==> src/rtl/ssd_scan_ctrl.sv <==
// ssd_scan_ctrl
// Time-multiplexing scan controller for a bank of common-anode seven-segment
// digits sharing one segment bus. One digit is shown per PRESCALE-cycle slot.
// The first BLANK cycles of every slot keep all anodes off to suppress ghosting.
// Display data is double-buffered. A load lands in the shadow register and is
// committed to the active register only at a frame wrap, so a frame never mixes
// old and new digits.
//
// Ports
//   clk        : single clock, rising edge
//   rst_n      : synchronous active-low reset
//   en         : scan enable; 0 freezes the scan position and blanks the display
//   ld         : one-cycle load strobe for data_in / dp_in
//   data_in    : 4-bit code per digit, nibble i -> digit i (digit 0 = LSD)
//   dp_in      : decimal-point request per digit, 1 = lit
//   lz_en      : leading-zero suppression enable
//   code_out   : code of the current digit, to the shared segment decoder
//   an_n       : active-low anode enables, at most one bit low
//   dp_n       : active-low decimal point, aligned with an_n
//   frame_done : one-cycle pulse after each frame wrap
//   pending    : shadow holds data not yet committed
module ssd_scan_ctrl #(
    parameter int DIGITS   = 4,
    parameter int PRESCALE = 50000,
    parameter int BLANK    = 2
) (
    input  logic                  clk,
    input  logic                  rst_n,
    input  logic                  en,
    input  logic                  ld,
    input  logic [4*DIGITS-1:0]   data_in,
    input  logic [DIGITS-1:0]     dp_in,
    input  logic                  lz_en,
    output logic [3:0]            code_out,
    output logic [DIGITS-1:0]     an_n,
    output logic                  dp_n,
    output logic                  frame_done,
    output logic                  pending
);

    localparam int CW = (PRESCALE > 1) ? $clog2(PRESCALE) : 1;
    localparam int IW = (DIGITS > 1) ? $clog2(DIGITS) : 1;
    localparam logic [CW-1:0] CNT_MAX = CW'(PRESCALE - 1);
    localparam logic [CW-1:0] BLANK_C = CW'(BLANK);
    localparam logic [IW-1:0] IDX_MAX = IW'(DIGITS - 1);

    logic [CW-1:0]         cnt_q, cnt_d;
    logic [IW-1:0]         idx_q, idx_d;
    logic [4*DIGITS-1:0]   shadow_code_q, shadow_code_d;
    logic [DIGITS-1:0]     shadow_dp_q, shadow_dp_d;
    logic [4*DIGITS-1:0]   active_code_q, active_code_d;
    logic [DIGITS-1:0]     active_dp_q, active_dp_d;
    logic                  pending_q, pending_d;
    logic [3:0]            code_out_q, code_out_d;
    logic [DIGITS-1:0]     an_n_q, an_n_d;
    logic                  dp_n_q, dp_n_d;
    logic                  frame_done_q, frame_done_d;

    logic                  slot_end;
    logic                  wrap;
    logic [DIGITS-1:0]     supp;
    logic                  zero_run;
    logic [3:0]            sel_code;
    logic                  sel_dp;
    logic                  sel_supp;
    logic                  show;

    // Next-state logic. Outputs are computed from the next cnt/idx/active values,
    // so the registered outputs always match the scan position of the same cycle.
    always_comb begin
        cnt_d         = cnt_q;
        idx_d         = idx_q;
        shadow_code_d = shadow_code_q;
        shadow_dp_d   = shadow_dp_q;
        active_code_d = active_code_q;
        active_dp_d   = active_dp_q;
        pending_d     = pending_q;
        supp          = '0;
        zero_run      = lz_en;
        sel_code      = 4'd0;
        sel_dp        = 1'b0;
        sel_supp      = 1'b0;
        an_n_d        = '1;

        slot_end = en && (cnt_q == CNT_MAX);
        wrap     = slot_end && (idx_q == IDX_MAX);

        if (en) begin
            if (slot_end) begin
                cnt_d = '0;
                idx_d = (idx_q == IDX_MAX) ? '0 : idx_q + IW'(1);
            end else begin
                cnt_d = cnt_q + CW'(1);
            end
        end

        if (ld) begin
            shadow_code_d = data_in;
            shadow_dp_d   = dp_in;
            pending_d     = 1'b1;
        end

        // A load on the wrap edge bypasses the shadow so the newest data is shown
        // from the very first slot of the new frame.
        if (wrap) begin
            pending_d = 1'b0;
            if (ld) begin
                active_code_d = data_in;
                active_dp_d   = dp_in;
            end else if (pending_q) begin
                active_code_d = shadow_code_q;
                active_dp_d   = shadow_dp_q;
            end
        end

        // Walk down from the most significant digit. A digit is suppressed while
        // every nibble from it upward is zero; digit 0 always stays lit.
        for (int k = DIGITS - 1; k >= 1; k--) begin
            zero_run = zero_run && (active_code_d[4*k +: 4] == 4'd0);
            supp[k]  = zero_run;
        end

        for (int i = 0; i < DIGITS; i++) begin
            if (idx_d == IW'(i)) begin
                sel_code = active_code_d[4*i +: 4];
                sel_dp   = active_dp_d[i];
                sel_supp = supp[i];
            end
        end

        show = en && (cnt_d >= BLANK_C) && !sel_supp;

        for (int i = 0; i < DIGITS; i++) begin
            an_n_d[i] = ~(show && (idx_d == IW'(i)));
        end

        dp_n_d       = show ? ~sel_dp : 1'b1;
        code_out_d   = sel_code;
        frame_done_d = wrap;
    end

    // State and output registers with synchronous active-low reset.
    always_ff @(posedge clk) begin
        if (!rst_n) begin
            cnt_q         <= '0;
            idx_q         <= '0;
            shadow_code_q <= '0;
            shadow_dp_q   <= '0;
            active_code_q <= '0;
            active_dp_q   <= '0;
            pending_q     <= 1'b0;
            code_out_q    <= 4'd0;
            an_n_q        <= '1;
            dp_n_q        <= 1'b1;
            frame_done_q  <= 1'b0;
        end else begin
            cnt_q         <= cnt_d;
            idx_q         <= idx_d;
            shadow_code_q <= shadow_code_d;
            shadow_dp_q   <= shadow_dp_d;
            active_code_q <= active_code_d;
            active_dp_q   <= active_dp_d;
            pending_q     <= pending_d;
            code_out_q    <= code_out_d;
            an_n_q        <= an_n_d;
            dp_n_q        <= dp_n_d;
            frame_done_q  <= frame_done_d;
        end
    end

    assign code_out   = code_out_q;
    assign an_n       = an_n_q;
    assign dp_n       = dp_n_q;
    assign frame_done = frame_done_q;
    assign pending    = pending_q;

endmodule

==> config.mk <==
export PLATFORM = sky130hd
export DESIGN_NAME = ssd_scan_ctrl
export DESIGN_NICKNAME = d
export VERILOG_FILES = /design/src/rtl/ssd_scan_ctrl.sv
export SDC_FILE = /design/constraint.sdc
export NUM_CORES = 1
export LEC_CHECK = 0
export CAP_MARGIN = 10
export CORE_UTILIZATION = 40
export CTS_CLUSTER_DIAMETER = 40
export CTS_CLUSTER_SIZE = 10
export DETAILED_ROUTE_END_ITERATION = 8
export GPL_ROUTABILITY_DRIVEN = 0
export PLACE_DENSITY = 0.72
export SLEW_MARGIN = 20
export SYNTH_ARGS = -nofsm -noshare
export SYNTH_HDL_FRONTEND = slang
export SYNTH_SLANG_ARGS = --single-unit
==> constraint.sdc <==
create_clock -name clk -period 2.9 [get_ports clk]
set_clock_uncertainty 0.2 [all_clocks]
set_input_delay 0.87 -clock clk [delete_from_list [all_inputs] [get_ports clk]]
set_output_delay 0.87 -clock clk [all_outputs]
set_load 0.1 [all_outputs]
Yosys cells after proc, flatten, opt, wreduce, memory -nomap -nowiden
Index checks and enable logic that the tools add are counted.

storage, ports and cells
  output and inout port bits = 11
  bits in registers = 69

operators by class
  order comparisons = 1
  add/sub/neg operators = 2
  eq/ne operators = 5
  reductions and logical operators = 18
  mux-type cells = 22
  bitwise gates (word level) = 6

operators by type and width
  cell                                                                     count
  16-bit two-way mux                                                       5
  4-bit two-way mux                                                        7
  16-bit by 1-bit adder with 16-bit output (second input constant)         1
  16-bit equality test (second input constant)                             1
  16-bit by 2-bit >= comparator with 1-bit output (second input constant)  1
  4-bit logical NOT                                                        3
  1-bit logical AND                                                        11
  1-bit two-way mux                                                        7
  2-bit equality test (second input constant)                              3
  2-bit two-way mux                                                        3
  1-bit inverter                                                           6
  2-bit by 1-bit adder with 2-bit output (second input constant)           1
  2-bit by 1-bit equality test with 1-bit output (second input constant)   1
  2-bit logical NOT                                                        1
  2-bit AND reduction                                                      1
  2-bit OR reduction                                                       1
  1-bit logical NOT                                                        1

Logic depth before layout (Yosys ltp)
Gate-level depths: netlist of run 1.

  depth in word-level cells = 15
  mapped depth = 11
  depth with buffers taken out = 9

Worst setup path after synthesis of run 1
No wires, ideal clock.

  path kind = register -> register
  from = reg pending_q, in the netlist pending
  to = reg dp_n_q, in the netlist dp_n
  cell stages (with the launch flop) = 9
  path slack = 0.186 ns
  buffers on the path = 3
  clock period less this slack = 2.714 ns
  data arrival time = 2.381 ns
  cell sequence = dfxtp_1 buf_2 clkbuf_1 clkbuf_1 o21ai_0 a21oi_1 mux2i_1 mux2i_1 nand3_1

on the way
  longest elaborated chain between the ends = 13

RTL lines
  item                                  RTL line  source
  start: declaration                    53        logic pending_q, pending_d;
  start signal: assignment              163       pending_q <= pending_d;
  16-bit two-way mux                    110       end else if (pending_q) begin
  16-bit two-way mux                    107       if (ld) begin
  16-bit two-way mux                    105       if (wrap) begin
  4-bit logical NOT                     119       zero_run = zero_run && (active_code_d[4*k +: 4] == 4'd0);
  1-bit logical AND (3 in series)       119
  1-bit two-way mux (3 in series)       124       if (idx_d == IW'(i)) begin
  1-bit logical NOT                     131       show = en && (cnt_d >= BLANK_C) && !sel_supp;
  1-bit logical AND                     131
  2-bit AND reduction (no source line)  n/a
  end signal: assignment                166       dp_n_q <= dp_n_d;
  end: declaration                      56        logic dp_n_q, dp_n_d;

Several ways; a longest one is shown, not always the timed one.
A chain may end at the register's enable or synchronous reset.

Worst setup path in the final report of run 1
  from = in en
  to = reg an_n_q[3], in the netlist an_n[3]

on the way
  longest elaborated chain between the ends = 14

RTL lines
  item                                                                                      RTL line  source
  start: declaration                                                                        29        input logic en,
  branches (longest 12 deep; another with 16-bit by 2-bit >= comparator with 1-bit output)  n/a
  1-bit logical AND *                                                                       134       an_n_d[i] = ~(show && (idx_d == IW'(i)));
  1-bit inverter *                                                                          134
  end signal: assignment                                                                    165       an_n_q <= an_n_d;
  end: declaration                                                                          55        logic [DIGITS-1:0] an_n_q, an_n_d;

Mark *: on every way between the ends.

==> results of run 1 <==
## per-stage QoR
| step | instances | hold slack (ns) | instance area (um^2) |
|---|---|---|---|
| 2_1_floorplan | 368 | 0.273 | 3410 |
| 3_3_place_gp | 540 | 0.295 | 4220 |
| 3_5_place_dp | 540 | 0.309 | 4220 |
| 4_1_cts | 557 | 0.325 | 4480 |
| 5_1_grt | 557 | 0.347 | 4480 |
| 6_report | 557 | 0.323 | 4480 |
## metal layers
layer | share of wire [%] | up-vias | GRT usage (%)
met4 | 1.8 | 0 | 8.59
li1 | - | 1502 | -
met1 | 45 | 1415 | 26.5
met2 | 48 | 82 | 33.8
met3 | 5.2 | 15 | 5.26
met5 | 0 | - | 0
## flip-flops by register name, indices dropped and copies added (netlist names)
name           flops
pending            1
shadow_dp_q        4
idx_q              2
an_n               4
active_dp_q        4
cnt_q             16
active_code_q     16
code_out           4
frame_done         1
dp_n               1
shadow_code_q     16
## what timing repair did
item / CTS / global route
gates resized for setup: 11 / 1
endpoints found under the hold margin: 0 / 0
setup endpoints to repair: 9 / 9
pin swaps: 5 / 4
setup buffers: 1 / 0
## worst paths after layout
| kind | start | endpoint | slack [ns] | cells after the start |
|---|---|---|---|---|
| max reg2reg | cnt_q[0] | an_n[2] | 0.30 | 10 |
| max | en | an_n[3] | 0.29 | 8 |
| min | cnt_q[1] | cnt_q[1] | 0.32 | 2 |
| min reg2reg | cnt_q[1] | cnt_q[1] | 0.32 | 2 |
## kinds of logic (layout without fill, tap and decap cells)
family	after synthesis	count (layout)	synth area share, %
fa+ha+maj	2	2	0.734
simple gates	138	138	25.1
flops	69	69	40.5
compound gates	90	90	17.5
mux	26	26	8.37
xor+xnor	14	14	3.60
buf+inv	29	113	4.15
## worst max-delay path, cell delays in order
cell	delay, ns
dlymetal6s2s_1	0.14
buf_4	0.15
nand4_4	0.11
or4b_4	0.58
nor3_4	0.14
nor2_1	0.09
a311oi_4	0.41
nand3b_1	0.13
## power groups by stage
stage                     Combinational [uW]  Sequential (uW)  Clock (uW)
after floorplan                         92.6             1010           0
after global placement                   183             1000           0
after detailed placement                 186             1000           0
after CTS                                187              981         832
after global routing                     201              983         878
final                                    186              981         812
## cells in the final DEF, fill, tap and decap left out, types with 3 or more instances in the layout
cell type        count
mux2i_1             24
xnor2_1              9
nor2_1              30
nand3_1             10
clkbuf_8             9
clkdlybuf4s50_1     23
and2_1              21
buf_12               5
o21ai_0              3
nor4_1               4
dfxtp_1             69
o21a_1               3
inv_1                4
nand2_1              8
a21oi_1             21
xor2_1               5
nand2b_1             3
o22ai_1             35
a21boi_1             5
clkinv_4             3
buf_4               63
nor2b_1             24
nand4b_1             3
nand4_1              4
a22oi_1              7
## layout make-up
cell class,instances,area (um^2)
clock buffers,9,124
clock inverters,7,81.3
fillers,749,3730
inverters,5,18.8
multi-input cells,270,1930
flip-flops and latches,69,1380
well taps,105,131
repair buffers,92,816
==> flow_summary.yaml, run 1 <==
cts:
  clkSinkCount: 69
  cts_tree: "done"
  cts-root-buf: "clkbuf_8"
  clock_path_buffers: 2
  postCtsHoldBufs: 0
  clk_pin_slew_worst_paths_ns: 0.08
  cts_made_buffers: 9
  clock_latency_ns: 0.35
  h-tree-depth: 3
placement:
  io_buffers: 35
  pre_cts_slack_ns: -0.462
  dp_hpwl_um: 6180
synth:
  synth_top_area_share_pct: 40.5
  synth-main-ff-cell: "dfxtp_1"
  ys_types: 58
  yosys-top-cells-count: "69 x dfxtp_1, 35 x o22ai_1, 30 x nor2_1, 25 x nor2b_1, 24 x mux2i_1"
  synth.net_count: 395
  synthTopCellsByArea: "dfxtp_1 41%, mux2i_1 7.0%, o22ai_1 6.4%, nor2b_1 4.6%, and2_1 4.2%"
  synth-seq-cells: 69
  synth.most_common_cell: "dfxtp_1"
  synth_seq_area_share_pct: 40.5
  synth_top_area_cell: "dfxtp_1"
  synthCells: 368
  synth_area_um2: 3410
  ys_warn_count: 0
  syn_area_per_cell_um2: 9.26
  synth-edff-count: 0
  ys_async_sr_fraction_pct: 0
power:
  p_leak_uw: 0.00181
  total_power_uw: 1980
  clkPwrFrac_pct: 41.0
  p_comb_share_pct: 9.4
  swShare_pct: 25.7
  switchingPower_uw: 508
  p_int_uw: 1470
  power.density_nw_per_um2: 441
  p_seq_share_pct: 49.6
  peakVddDrop_uv: 236
route:
  dr.pass1.iters: 4
  wirelength_um: 8560
  vias_per_cell: 5.41
  route.vias.total: 3014
  final_antenna_net_count: 0
  routedWlPerCell_um: 15.4
  drc: 0
  drtIter0Drc: 128
timing:
  rsz0062_at_grt: "no"
  layout_setup_ws_ns: 0.286
  fmax_mhz: 382
  worst_slew_pin_slew_ns: 0.412
  setup-violations-final: 0
  final_hold_viol_count: 0
  fin_crit_sh_pct: 90.2
  slew_headroom_pct: 72.5
  setup_tns_ns: 0
  finalCriticalPeriod_ns: 2.61
  final-max-slew-violation-count: 0
global_routing:
  grt_pass1_wl_um: 14300
  grt.overflow.total: 0
  grt_max_degree: 54
  grt_usage_pct: 20.9
  grt_pass1_vias: 2961
  antenna_found_initial: 0
setup_path:
  end_kind: "flop"
  worstPathArrival_ns: 2.63
  crit_type: "input port to flop"
  worstPathRequired_ns: 2.91
  critPathMaxFanout: 5
  critPathLaunchType: "input port"
final_layout:
  final_util_pct: 54.6
  drive_above_1_share_pct: 24.3
  n_antenna_cell: 0
  nets: 474
  area_delta_synth_final_pct: 31.6
floorplanning:
  die_w_um: 94.3
  die-area_um2: 8890
  start_util_pct: 41.5
  die_h_um: 94.3
  ioPinCount: 36
  coreArea_um2: 8220
  row_count: 33
flow_run:
  drv_cap: 0
worst_hold_path:
  min_path_type: "flop to flop"
run_status:
  status: "finished, final reports clean"
(Power assumes the default switching activity.)
==> run 2: changes to the inputs <==
--- a/config.mk
+++ b/config.mk
@@ -11,6 +11,7 @@
 export CTS_CLUSTER_SIZE = 10
 export DETAILED_ROUTE_END_ITERATION = 8
 export GPL_ROUTABILITY_DRIVEN = 0
+export MAX_ROUTING_LAYER = met4
 export PLACE_DENSITY = 0.72
 export SLEW_MARGIN = 20
 export SYNTH_ARGS = -nofsm -noshare
==> flow_summary.yaml, run 2 (synthesis results as in run 1) <==
power:
  total_power_uw: 1980
  peakVddDrop_uv: 237
  p_leak_uw: 0.00181
  power.density_nw_per_um2: 441
timing:
  worst_slew_pin_slew_ns: 0.425
  setup-violations-final: 0
  fmax_mhz: 383
  final-max-slew-violation-count: 0
  rsz0062_at_grt: "no"
  setup_tns_ns: 0
  finalCriticalPeriod_ns: 2.61
  final_hold_viol_count: 0
  slew_headroom_pct: 71.7
  fin_crit_sh_pct: 89.9
cts:
  clock_latency_ns: 0.35
  postCtsHoldBufs: 0
  clk_pin_slew_worst_paths_ns: 0.08
  clkSinkCount: 69
  cts_made_buffers: 9
  h-tree-depth: 3
  clock_path_buffers: 2
  cts-root-buf: "clkbuf_8"
  cts_tree: "done"
setup_path:
  critical_path.endpoint: "an_n[3]"
  end_kind: "flop"
  max_stage_delay_ns: 0.58
  crit_type: "input port to flop"
  reg2reg_to: "an_n[2]"
  cp_num_cells: 8
  cp_slowest_cell: "or4b_4"
  critPathMaxFanout: 5
  cp_num_buf_inv: 2
  critPathLaunchType: "input port"
  worstPathArrival_ns: 2.62
  critPathTopFamily: "simple AND/OR/NAND/NOR gates"
  r2r_cells: 10
  crit_chain: "dlymetal6s2s_1 > buf_4 > nand4_4 > or4b_4 > nor3_4 > nor2_1 > a311oi_4 > nand3b_1"
  r2r_setup_slack_ns: 0.31
  cp-startpoint: "en"
  r2r-start: "cnt_q[0]"
  worstPathRequired_ns: 2.91
final_layout:
  drive_above_1_share_pct: 24.3
  nets: 474
  top_regs: "active_code_q (16), cnt_q (16), shadow_code_q (16)"
  final_common_cell: "dfxtp_1"
  final_cell_mix: "69 x dfxtp_1, 63 x buf_4, 35 x o22ai_1"
  n_antenna_cell: 0
  area_delta_synth_final_pct: 31.6
  final_util_pct: 54.6
floorplanning:
  coreArea_um2: 8220
  start_util_pct: 41.5
  die-area_um2: 8890
  die_h_um: 94.3
  die_w_um: 94.3
  ioPinCount: 36
  row_count: 33
route:
  vias_per_cell: 5.35
  final_antenna_net_count: 0
  drc: 0
  dr.pass1.iters: 4
  route.vias.total: 2979
  wirelength_um: 8590
  routedWlPerCell_um: 15.4
  drtIter0Drc: 127
global_routing:
  grt_usage_pct: 21.6
  grt_pass1_vias: 2953
  grt_pass1_wl_um: 14300
  grt.overflow.total: 0
  antenna_found_initial: 0
  grt_max_degree: 54
placement:
  dp_hpwl_um: 6180
  io_buffers: 35
run_status:
  status: "finished, final reports clean"
worst_hold_path:
  min_from: "cnt_q[1]"
  min_path_type: "flop to flop"
  min_path_cells: 2
flow_run:
  drv_cap: 0
run 2: cell counts in the layout (fill, tap and decap cells not counted):
No cell type changed its count.
run 2: worst min path at each step:
| stage | to |
|---|---|
| finish | cnt_q[1] |
| CTS | cnt_q[1] |
| global placement | cnt_q[1] |
| global route | shadow_code_q[7] |
| floorplan | shadow_dp_q[3] |
| detailed placement | shadow_code_q[7] |
run 2: through the flow:
| step | setup slack [ns] | instances | hold slack, ns | area, um^2 |
|---|---|---|---|---|
| after floorplan | 0.186 | 368 | 0.273 | 3410 |
| final | 0.292 | 557 | 0.318 | 4480 |
| after detailed placement | -0.462 | 540 | 0.309 | 4220 |
| after global placement | -0.426 | 540 | 0.295 | 4220 |
| after CTS | -0.00253 | 557 | 0.325 | 4480 |
| after global routing | 0.152 | 557 | 0.347 | 4480 |
run 2: routing by layer:
| metal | GRT usage, % | vias to the layer above | part of all wire, % |
|---|---|---|---|
| met4 | 8.59 | 0 | 1.7 |
| met2 | 33.8 | 75 | 48 |
| met1 | 26.6 | 1391 | 45 |
| met3 | 5.26 | 14 | 4.7 |
| li1 | - | 1499 | - |
| met5 | - | - | 0 |
run 2: what timing repair did:
action                                  4_1_cts  5_1_grt
endpoints found under the setup margin        9        9
setup buffers                                 1        0
pin swaps                                     5        4
gates resized for setup                      11        1
run 2: area by class of cell:
cell class / instances / area, um^2
Multi-Input combinational cell: 270 / 1930
Fill cell: 749 / 3730
Inverter: 5 / 18.8
Tap cell: 105 / 131
Clock inverter: 7 / 81.3
Timing Repair Buffer: 92 / 816
Sequential cell: 69 / 1380
Clock buffer: 9 / 124
run 2: power by group:
group          total (uW)  internal (uW)  switching, uW  leakage [uW]
registers             981            967           13.6      0.000561
clock network         809            407            402      0.000100
logic                 186           96.0           90.2       0.00115
total                1980           1470            506       0.00181
run 2: worst reg2reg max path, delay by kind of cell, from the launching register on:
kind | cells | cell delay [ns]
AND/OR/NAND/NOR | 5 | 1.07
AO/OA/AOI/OAI | 3 | 0.45
flip-flops | 1 | 0.40
adder cells (fa/ha/maj) | 1 | 0.27
buffers and inverters | 1 | 0.13
==> run 3: changes to the inputs <==
--- a/config.mk
+++ b/config.mk
@@ -12,7 +12,7 @@
 export DETAILED_ROUTE_END_ITERATION = 8
 export GPL_ROUTABILITY_DRIVEN = 0
 export MAX_ROUTING_LAYER = met4
-export PLACE_DENSITY = 0.72
+export PLACE_DENSITY = 0.61
 export SLEW_MARGIN = 20
 export SYNTH_ARGS = -nofsm -noshare
 export SYNTH_HDL_FRONTEND = slang
==> flow_summary.yaml, run 3 (synthesis results as in run 1) <==
run_status:
  status: "finished, final reports clean"
cts:
  cts-root-buf: "clkbuf_8"
  clk_pin_slew_worst_paths_ns: 0.07
  postCtsHoldBufs: 0
  cts_tree: "done"
  post_cts_buffers: 0
  clkSinkCount: 69
  clock_path_buffers: 2
  cts_made_buffers: 9
  h-tree-depth: 3
  clock_latency_ns: 0.34
power:
  clkPwrFrac_pct: 42.8
  peakVddDrop_uv: 274
  switchingPower_uw: 494
  p_comb_share_pct: 9.0
  p_int_uw: 1550
  p_leak_uw: 0.00176
  power.density_nw_per_um2: 461
  swShare_pct: 24.2
  p_seq_share_pct: 48.1
floorplanning:
  die_h_um: 94.3
  start_util_pct: 41.5
  coreArea_um2: 8220
  ioPinCount: 36
  die-area_um2: 8890
  row_count: 33
  die_w_um: 94.3
timing:
  setup-violations-final: 0
  fmax_mhz: 374
  finalCriticalPeriod_ns: 2.68
  final-max-slew-violation-count: 0
  rsz0062_at_grt: "no"
  slew_headroom_pct: 69.2
  fin_hold_ws_ns: 0.325
  setup_tns_ns: 0
  worst_slew_pin_slew_ns: 0.462
  final_hold_viol_count: 0
  fin_crit_sh_pct: 92.3
route:
  route.vias.total: 2951
  drtIter0Drc: 153
  vias_per_cell: 5.39
  final_antenna_net_count: 0
  wirelength_um: 8350
  dr.pass1.iters: 4
  routedWlPerCell_um: 15.3
  drc: 0
final_layout:
  final_cell_mix: "69 x dfxtp_1, 51 x buf_4, 35 x o22ai_1"
  final_common_cell: "dfxtp_1"
  n_antenna_cell: 0
  nFillCells: 765
  regArea_um2: 1380
  area_delta_synth_final_pct: 30.2
  multi_input_area_um2: 1920
  top_regs: "active_code_q (16), cnt_q (16), shadow_code_q (16)"
  drive_above_1_share_pct: 22.4
  nets: 464
setup_path:
  cp_slowest_cell: "a311oi_4"
  critPathLaunchType: "input port"
  critPathMaxFanout: 5
  end_kind: "flop"
  max_stage_delay_ns: 0.41
  crit_chain: "dlygate4sd2_1 > buf_4 > nand4_4 > buf_4 > nor3_4 > nand4_1 > xor2_1 > a21boi_0 > a311oi_4 > nand3b_1"
  worstPathRequired_ns: 2.90
  cpMostUsedCell: "buf_4"
  crit_type: "input port to flop"
  worstPathArrival_ns: 2.68
placement:
  io_buffers: 35
  dp_hpwl_um: 5980
global_routing:
  antenna_found_initial: 0
  grt_pass1_vias: 2712
  grt_pass1_wl_um: 13600
  grt_usage_pct: 20.6
  grt_max_degree: 54
  grt.overflow.total: 0
flow_run:
  drv_cap: 0
worst_hold_path:
  min_path_type: "flop to flop"
## run 3: timing repair
action                                  4_1_cts  5_1_grt
resized for setup                             9        0
endpoints found under the setup margin        7        0
endpoints found under the hold margin         0        0
## run 3: final cells by class
type | count | share of cell area (%)
repair buffers | 82 | 17.2
inverters | 5 | 0.423
clock inverters | 7 | 2.23
flip-flops and latches | 69 | 31.1
well taps | 105 | 2.96
clock buffers | 9 | 2.79
multi-input cells | 270 | 43.3
## run 3: power groups by stage
stage	Clock [uW]	Combinational, uW	Sequential [uW]
5_1_grt	948	198	987
3_5_place_dp	0	184	1010
4_1_cts	898	185	984
2_1_floorplan	0	92.6	1010
3_3_place_gp	0	183	1010
6_report	877	185	985
## run 3: stage by stage
| stage | setup slack, ns | cells | util, % | cell area, um^2 | total power (uW) |
|---|---|---|---|---|---|
| 2_1_floorplan | 0.186 | 368 | - | 3410 | 1100 |
| 6_report | 0.223 | 547 | 54.0 | 4440 | 2050 |
| 3_5_place_dp | -0.435 | 531 | 50.9 | 4180 | 1190 |
| 3_3_place_gp | -0.445 | 531 | 50.9 | 4180 | 1190 |
| 4_1_cts | 0.228 | 547 | 54.0 | 4440 | 2070 |
| 5_1_grt | 0.0809 | 547 | 54.0 | 4440 | 2130 |
## run 3: metal layers
metal  part of all wire, %  vias to the layer above  global-route usage (%)
met2                    45                       56                    29.4
li1                      -                     1489                       -
met3                   3.4                       12                    4.21
met5                     0                        -                       -
met1                    50                     1394                    28.6
met4                   1.7                        0                    7.18
## run 3: worst max-delay path, delay by kind of cell
| kind | cells | cell delay [ns] |
|---|---|---|
| buffers and inverters | 3 | 0.55 |
| AND/OR/NAND/NOR | 4 | 0.53 |
| AO/OA/AOI/OAI | 2 | 0.57 |
| XOR/XNOR | 1 | 0.17 |
## run 3: path summary, 6_finish.rpt
kind,startpoint,end,slack (ns),cells past startpoint
max reg2reg,cnt_q[0],code_out[0],0.30,9
min reg2reg,cnt_q[1],cnt_q[1],0.32,2
min,cnt_q[1],cnt_q[1],0.32,2
max,en,an_n[3],0.22,10
